## config.mk

```make
export PLATFORM = sky130hd
export DESIGN_NAME = inst_fetch_unit_flat
export DESIGN_NICKNAME = d
export VERILOG_FILES = /design/src/rtl/inst_fetch_unit_pkg.sv /design/src/rtl/inst_fetch_unit_if.sv /design/src/rtl/inst_fetch_unit_queue.sv /design/src/rtl/inst_fetch_unit.sv /design/src/flat_wrapper.sv
export SDC_FILE = /design/constraint.sdc
export NUM_CORES = 1
export LEC_CHECK = 0
export ABC_CLOCK_PERIOD_IN_PS = 4050
export CORE_MARGIN = 8
export CORE_UTILIZATION = 40
export DETAILED_ROUTE_END_ITERATION = 6
export HOLD_SLACK_MARGIN = 0.12
export SYNTH_ARGS = -nofsm -noshare
export SYNTH_HDL_FRONTEND = slang
export SYNTH_SLANG_ARGS = --single-unit
```

## constraint.sdc

```tcl
create_clock -name clock -period 4.05 [get_ports clock]
set_clock_uncertainty 0.15 [all_clocks]
set_input_delay 0.81 -clock clock [delete_from_list [all_inputs] [get_ports clock]]
set_output_delay 0.81 -clock clock [all_outputs]
set_load 0.005 [all_outputs]
```

## src/rtl/inst_fetch_unit_pkg.sv

```systemverilog
// Shared constants for the instruction-fetch front end.
// Also holds the pointer-width helper used by the top level and the queue.
package inst_fetch_unit_pkg;

    localparam logic [31:0] FETCH_RESET_PC = 32'h0040_0000;
    localparam logic [31:0] INST_NOP       = 32'h0000_0000;
    localparam int          FETCH_DEPTH    = 4;

    // Pointers carry one extra wrap bit so that full and empty can be told apart.
    function automatic int ptr_w(input int depth);
        return $clog2(depth) + 1;
    endfunction

endpackage

```

## src/rtl/inst_fetch_unit_if.sv

```systemverilog
// Fetch-unit bus bundle: memory request/response, redirect, and instruction output.
// The master side is the fetch unit; the slave side is memory, branch unit and consumer.
interface inst_fetch_unit_if #(
    parameter int ADDR_W = 32,
    parameter int DATA_W = 32
);
    logic              imem_req_valid;
    logic              imem_req_ready;
    logic [ADDR_W-1:0] imem_req_addr;
    logic              imem_rsp_valid;
    logic [DATA_W-1:0] imem_rsp_data;
    logic              redirect_valid;
    logic [ADDR_W-1:0] redirect_pc;
    logic              inst_valid;
    logic              inst_ready;
    logic [DATA_W-1:0] inst_data;
    logic [ADDR_W-1:0] inst_pc;

    modport master (
        output imem_req_valid, imem_req_addr, inst_valid, inst_data, inst_pc,
        input  imem_req_ready, imem_rsp_valid, imem_rsp_data,
        input  redirect_valid, redirect_pc, inst_ready
    );

    modport slave (
        input  imem_req_valid, imem_req_addr, inst_valid, inst_data, inst_pc,
        output imem_req_ready, imem_rsp_valid, imem_rsp_data,
        output redirect_valid, redirect_pc, inst_ready
    );
endinterface

```

## src/rtl/inst_fetch_unit_queue.sv

```systemverilog
// In-order fetch queue: entries are allocated at request, filled at response, popped at head.
// A flush invalidates every entry and collapses all three pointers onto the allocation pointer.
module fetch_queue
    import inst_fetch_unit_pkg::*;
#(
    parameter int ADDR_W = 32,
    parameter int DATA_W = 32,
    parameter int DEPTH  = FETCH_DEPTH,
    parameter int PW     = ptr_w(DEPTH)
) (
    input  logic              clock,
    input  logic              reset,
    input  logic              flush,
    input  logic              alloc_en,
    input  logic [ADDR_W-1:0] alloc_pc,
    input  logic              fill_en,
    input  logic [DATA_W-1:0] fill_data,
    input  logic              pop_en,
    output logic [PW-1:0]     allocated,
    output logic [PW-1:0]     unfilled,
    output logic              head_valid,
    output logic [DATA_W-1:0] head_data,
    output logic [ADDR_W-1:0] head_pc
);
    localparam int IW = PW - 1;

    logic [ADDR_W-1:0] pc_q   [DEPTH];
    logic [ADDR_W-1:0] pc_d   [DEPTH];
    logic [DATA_W-1:0] data_q [DEPTH];
    logic [DATA_W-1:0] data_d [DEPTH];
    logic [DEPTH-1:0]  filled_q, filled_d;
    logic [PW-1:0]     head_q, head_d, alloc_q, alloc_d, fill_q, fill_d;

    always_comb begin
        pc_d     = pc_q;
        data_d   = data_q;
        filled_d = filled_q;
        head_d   = head_q;
        alloc_d  = alloc_q;
        fill_d   = fill_q;
        if (flush) begin
            filled_d = '0;
            head_d   = alloc_q;
            fill_d   = alloc_q;
        end else begin
            // Allocation and fill never target the same slot: a fill needs an unfilled entry,
            // and allocation is blocked once every slot is taken.
            if (alloc_en) begin
                pc_d[alloc_q[IW-1:0]]     = alloc_pc;
                filled_d[alloc_q[IW-1:0]] = 1'b0;
                alloc_d                   = alloc_q + 1'b1;
            end
            if (fill_en) begin
                data_d[fill_q[IW-1:0]]   = fill_data;
                filled_d[fill_q[IW-1:0]] = 1'b1;
                fill_d                   = fill_q + 1'b1;
            end
            if (pop_en) begin
                head_d = head_q + 1'b1;
            end
        end
    end

    always_ff @(posedge clock or negedge reset) begin
        if (!reset) begin
            for (int i = 0; i < DEPTH; i++) begin
                pc_q[i]   <= '0;
                data_q[i] <= DATA_W'(INST_NOP);
            end
            filled_q <= '0;
            head_q   <= '0;
            alloc_q  <= '0;
            fill_q   <= '0;
        end else begin
            pc_q     <= pc_d;
            data_q   <= data_d;
            filled_q <= filled_d;
            head_q   <= head_d;
            alloc_q  <= alloc_d;
            fill_q   <= fill_d;
        end
    end

    assign allocated  = alloc_q - head_q;
    assign unfilled   = alloc_q - fill_q;
    assign head_valid = (head_q != fill_q) & filled_q[head_q[IW-1:0]];
    assign head_data  = data_q[head_q[IW-1:0]];
    assign head_pc    = pc_q[head_q[IW-1:0]];

endmodule

```

## src/rtl/inst_fetch_unit.sv

```systemverilog
// Instruction-fetch front end: PC register, in-order memory requests, response drop counter
// after redirects, and the instruction queue that feeds the decoder.
module inst_fetch_unit
    import inst_fetch_unit_pkg::*;
#(
    parameter int                ADDR_W   = 32,
    parameter int                DATA_W   = 32,
    parameter logic [ADDR_W-1:0] RESET_PC = ADDR_W'(FETCH_RESET_PC),
    parameter int                DEPTH    = FETCH_DEPTH
) (
    input  logic               clock,
    input  logic               reset,
    inst_fetch_unit_if.master  bus
);
    localparam int PW = ptr_w(DEPTH);

    logic [ADDR_W-1:0] pc_q, pc_d;
    logic [PW-1:0]     drop_q, drop_d, drop_sum;
    logic [PW-1:0]     allocated, unfilled;
    logic              req_valid, fire, fill_en, pop, head_valid, rsp_take;
    logic [DATA_W-1:0] head_data;
    logic [ADDR_W-1:0] head_pc;
    logic              unused_redirect_lsbs;

    // Requests are gated by reset so nothing is offered to memory while it is also in reset.
    assign req_valid = reset & ~bus.redirect_valid & (allocated < PW'(DEPTH));
    assign fire      = req_valid & bus.imem_req_ready;
    assign fill_en   = bus.imem_rsp_valid & (drop_q == '0) & (unfilled != '0) & ~bus.redirect_valid;
    assign pop       = bus.inst_valid & bus.inst_ready;
    assign drop_sum  = drop_q + unfilled;
    assign rsp_take  = bus.imem_rsp_valid & (drop_sum != '0);

    always_comb begin
        pc_d   = pc_q;
        drop_d = drop_q;
        if (bus.redirect_valid) begin
            // Every request still in flight must be discarded; a response arriving now counts.
            pc_d   = {bus.redirect_pc[ADDR_W-1:2], 2'b00};
            drop_d = drop_sum - {{(PW-1){1'b0}}, rsp_take};
        end else begin
            if (fire) begin
                pc_d = pc_q + ADDR_W'(4);
            end
            if (bus.imem_rsp_valid && drop_q != '0) begin
                drop_d = drop_q - 1'b1;
            end
        end
    end

    always_ff @(posedge clock or negedge reset) begin
        if (!reset) begin
            pc_q   <= RESET_PC;
            drop_q <= '0;
        end else begin
            pc_q   <= pc_d;
            drop_q <= drop_d;
        end
    end

    fetch_queue #(
        .ADDR_W (ADDR_W),
        .DATA_W (DATA_W),
        .DEPTH  (DEPTH),
        .PW     (PW)
    ) u_queue (
        .clock      (clock),
        .reset      (reset),
        .flush      (bus.redirect_valid),
        .alloc_en   (fire),
        .alloc_pc   (pc_q),
        .fill_en    (fill_en),
        .fill_data  (bus.imem_rsp_data),
        .pop_en     (pop),
        .allocated  (allocated),
        .unfilled   (unfilled),
        .head_valid (head_valid),
        .head_data  (head_data),
        .head_pc    (head_pc)
    );

    assign bus.imem_req_valid = req_valid;
    assign bus.imem_req_addr  = pc_q;
    assign bus.inst_valid     = head_valid & ~bus.redirect_valid;
    assign bus.inst_data      = head_data;
    assign bus.inst_pc        = head_pc;

    assign unused_redirect_lsbs = ^bus.redirect_pc[1:0];

endmodule

```

## src/flat_wrapper.sv

```systemverilog
// flat-port wrapper written by rule: the top's interface ports become plain ports
module inst_fetch_unit_flat import inst_fetch_unit_pkg::*;
#(
    parameter int                ADDR_W   = 32,
    parameter int                DATA_W   = 32,
    parameter logic [ADDR_W-1:0] RESET_PC = ADDR_W'(FETCH_RESET_PC),
    parameter int                DEPTH    = FETCH_DEPTH
)
  (clock, reset, bus_imem_req_valid, bus_imem_req_addr, bus_inst_valid, bus_inst_data, bus_inst_pc, bus_imem_req_ready, bus_imem_rsp_valid, bus_imem_rsp_data, bus_redirect_valid, bus_redirect_pc, bus_inst_ready);
  inst_fetch_unit_if #(.ADDR_W(ADDR_W), .DATA_W(DATA_W)) bus_i ();
  input  logic clock;
  input  logic reset;
  output wire logic [$bits(bus_i.imem_req_valid)-1:0] bus_imem_req_valid;
  output wire logic [$bits(bus_i.imem_req_addr)-1:0] bus_imem_req_addr;
  output wire logic [$bits(bus_i.inst_valid)-1:0] bus_inst_valid;
  output wire logic [$bits(bus_i.inst_data)-1:0] bus_inst_data;
  output wire logic [$bits(bus_i.inst_pc)-1:0] bus_inst_pc;
  input wire logic [$bits(bus_i.imem_req_ready)-1:0] bus_imem_req_ready;
  input wire logic [$bits(bus_i.imem_rsp_valid)-1:0] bus_imem_rsp_valid;
  input wire logic [$bits(bus_i.imem_rsp_data)-1:0] bus_imem_rsp_data;
  input wire logic [$bits(bus_i.redirect_valid)-1:0] bus_redirect_valid;
  input wire logic [$bits(bus_i.redirect_pc)-1:0] bus_redirect_pc;
  input wire logic [$bits(bus_i.inst_ready)-1:0] bus_inst_ready;
  assign bus_imem_req_valid = bus_i.imem_req_valid;
  assign bus_imem_req_addr = bus_i.imem_req_addr;
  assign bus_inst_valid = bus_i.inst_valid;
  assign bus_inst_data = bus_i.inst_data;
  assign bus_inst_pc = bus_i.inst_pc;
  assign bus_i.imem_req_ready = bus_imem_req_ready;
  assign bus_i.imem_rsp_valid = bus_imem_rsp_valid;
  assign bus_i.imem_rsp_data = bus_imem_rsp_data;
  assign bus_i.redirect_valid = bus_redirect_valid;
  assign bus_i.redirect_pc = bus_redirect_pc;
  assign bus_i.inst_ready = bus_inst_ready;
  inst_fetch_unit #(.ADDR_W(ADDR_W), .DATA_W(DATA_W), .RESET_PC(RESET_PC), .DEPTH(DEPTH)) u_core (.clock(clock), .reset(reset), .bus(bus_i));
endmodule
```

==> qor.txt <==
RePlAce Congestion - 0.7876
Overall Global Routing Usage - 16.32%
internal portion of total power - 8.666 mW
maximum fanout encountered on the critical timing path - 14
Syn. warnings - 0
TritonCTS clock tree - done
Pwr per Cell Area - 716.0 nW/µm²
P_leak - 7.493 nW
type of the worst setup path - register to primary output
setup repair after global routing missed its margin - no
maximum achievable frequency - 262.1 MHz
Antenna Nets Post-Route - 0
post-synthesis instance area - 13,780 µm²
clk_lat worst skew - 0.50 ns
number of flops mapped to enable cells by yosys - 0
total vias in the final route - 8,630
Req. time, crit path - 3.09 ns
number of antenna violations at the first check in global routing - 0
width of the die - 201.6 µm
number of cells traversed by the worst hold path - 1
clock root cell - clkbuf_16
deepest clock path buffer count - 3
die boundary height - 201.6 µm
effective utilization at floorplan - 40.29%
Switching Power - 3.468 mW
grt total ovfl - 0
number of vias per cell - 5.448
switch share - 28.58%
Clock Sinks - 294
type of the tightest min-delay check - register to register
wire length of the first global-routing pass - 53,700 µm
synthesized area divided by synthesized cell count - 14.44 µm²
number of ports placed on the die boundary - 168
Min Clock Period, post-route - 3.816 ns
post-detailed-routing wire length - 32,660 µm
H-Tree Level Count - 2
number of clock buffers inserted by TritonCTS - 35
Sequential Power Share - 39.6%
endpoints failing hold - 0
Async S/R FF share, synth - 100.0%
vias in the first global route - 9,274
worst r2r path cells - 10
most instantiated flip-flop cell in the synthesis netlist - dfrtp_1
outcome - completed
n_diodes - 0
Core Area - 34,200 µm²
clock input transition at the sequential cells of the worst setup and hold paths - 0.06 ns
Resize count post-CTS - 0
layout cells sized above 1 - 35.43%
detailed-placement wirelength estimate - 21,170 µm
fraction of power consumed by the clock network - 24.7%
site row count - 68
count of unique library cells instantiated by Yosys - 51
largest net degree at the start of global routing - 61
number of remaining DRC errors - 0
Tightest Pin Transition - 0.8730 ns
category of the worst setup path capture point - primary output
category of the worst setup path launch point - register
average wire per standard cell - 20.62 µm
Iteration-0 DRC Markers - 396
remaining max-slew budget at the tightest pin - 40.14%
synthesis-stage register bit count - 294
Area Growth Syn to Fin - 22.98%
Reg2Reg Setup Slack - 0.72 ns
CP Data Arrival Time - 2.86 ns
max-capacitance violation count - 0
gate count of the mapped netlist - 954
sequential fraction of the synthesis area - 53.40%
final net count - 1,199
Total Negative Setup Slacks - 0 ns
Slew Viols, Final - 0
part of the cycle the worst path needs - 94.22%
worst-case vdd ir drop - 311.2 µV
number of buffers inserted by port buffering - 161
combinational cell fraction of total power - 35.7%
detailed-routing iteration count for the pre-antenna-repair pass - 4
full die area - 40,640 µm²
setup violators final - 0
Min Hold Slack - 0.3370 ns
area by class of cell:
cell class | instances | area (µm²)
clock buffer | 48 | 964.7
inverter | 16 | 60.06
fill | 3022 | 17260
timing repair buffer | 187 | 1847
clock inverter | 8 | 125.1
sequential | 294 | 7366
tap | 455 | 569.3
multi-input combinational | 576 | 6015
final timing paths:
check | from | end
max reg2reg | u_core.u_queue.alloc_q[0]$_DFFE_PN0N_ | u_core.u_queue.data_q[108]$_DFFE_PN0P_
max | u_core.u_queue.head_q[1]$_DFFE_PN0P_ | bus_imem_req_valid
max in group asynchronous | reset | u_core.u_queue.head_q[1]$_DFFE_PN0P_
min | u_core.u_queue.pc_q[63]$_DFFE_PN0P_ | u_core.u_queue.pc_q[63]$_DFFE_PN0P_
min in group asynchronous | reset | u_core.u_queue.data_q[104]$_DFFE_PN0P_
min reg2reg | u_core.u_queue.pc_q[63]$_DFFE_PN0P_ | u_core.u_queue.pc_q[63]$_DFFE_PN0P_
synthesized netlist by cell type, drive strengths merged (3+ instances only):
cell type / count / area share, %
a31oi: 7 / 0.32
mux2i: 7 / 0.51
a21oi: 3 / 0.11
o311ai: 18 / 1.1
nor2b: 5 / 0.23
mux4: 63 / 10
nand2b: 3 / 0.14
nor3: 10 / 0.40
a21bo: 3 / 0.22
and3: 3 / 0.14
o31ai: 5 / 0.27
dfrtp: 293 / 53
or4: 10 / 0.54
nand4: 5 / 0.23
nor3b: 4 / 0.34
nor2: 17 / 0.46
or3: 4 / 0.18
xnor2: 10 / 0.64
mux2: 252 / 21
clkbuf: 30 / 0.83
inv: 16 / 0.44
nand2: 55 / 1.5
and4: 3 / 0.19
nor4: 4 / 0.18
o211ai: 5 / 0.27
o21ai: 13 / 0.47
nand3: 25 / 1.0
buf: 41 / 1.8
ha: 17 / 1.5
xor2: 6 / 0.38
routing by layer:
metal  vias to the layer above  track usage (%)  routed length [µm]
met5                         -                0                   0
met1                      4526            22.79               15340
met2                       195            25.75               15150
met3                        46            3.313                1503
li1                       3863                -                   -
met4                         0            4.148                 665
kinds of logic after synthesis:
kind of cell | Yosys count | synth area share [%]
XOR/XNOR | 17 | 1.189
other | 1 | 0.02721
AND/OR/NAND/NOR | 150 | 5.630
multiplexers | 322 | 31.40
adder cells (fa/ha/maj) | 19 | 1.834
flip-flops | 294 | 53.40
AO/OA/AOI/OAI | 64 | 3.460
buffers and inverters | 87 | 3.060
state kept, by name, indices dropped and copies added (netlist names):
name / count
u_core.bus.imem_req_addr: 30
u_core.drop_q: 3
u_core.u_queue.alloc_q: 3
u_core.u_queue.data_q: 128
u_core.u_queue.fill_q: 3
u_core.u_queue.filled_q: 4
u_core.u_queue.head_q: 3
u_core.u_queue.pc_q: 120
metrics by stage:
| step | area (µm²) | worst slack, ns | utilization, % | power (mW) | instances |
|---|---|---|---|---|---|
| floorplan | 13790 | 0.9561 | - | 7.370 | 957 |
| global placement | 15850 | 0.6297 | 46.33 | 9.136 | 1527 |
| detailed placement | 15850 | 0.5931 | 46.33 | 9.246 | 1527 |
| CTS | 16950 | 0.2055 | 49.55 | 12.33 | 1584 |
| global route | 16950 | 0.1053 | 49.55 | 12.93 | 1584 |
| finish | 16950 | 0.2341 | 49.55 | 12.13 | 1584 |
cell usage in the layout (no fill, tap or decap), drive strengths merged, types with 6 or more instances in the layout:
cell / instances
o21ai: 13
xor2: 6
a31oi: 7
clkbuf: 48
nor2: 17
clkdlybuf4s50: 159
nand3: 25
mux2: 252
o311ai: 18
dfrtp: 293
or4: 10
buf: 27
nor3: 10
xnor2: 10
mux2i: 7
mux4: 63
ha: 17
nand2: 55
inv: 17
critical path, cell delays in order (launching register included):
cell,delay (ns)
dfrtp_4,0.57
inv_1,0.07
ha_1,0.29
a21o_1,0.22
xnor2_1,0.16
nor3b_1,0.44
clkdlybuf4s50_1,0.61
repair_timing:
action | 4_1_cts | 5_1_grt
endpoints found under the hold margin | 34 | 0
buffers inserted | 0 | 0
hold buffers | 1 | 0
power by group through the flow:
stage / clock network (mW) / logic, mW / registers [mW]
6_report: 3.00 / 4.33 / 4.80
5_1_grt: 3.22 / 4.73 / 4.97
4_1_cts: 3.10 / 4.42 / 4.81
3_5_place_dp: 0 / 4.39 / 4.85
3_3_place_gp: 0 / 4.33 / 4.81
2_1_floorplan: 0 / 2.83 / 4.54
(Power assumes the default switching activity.)
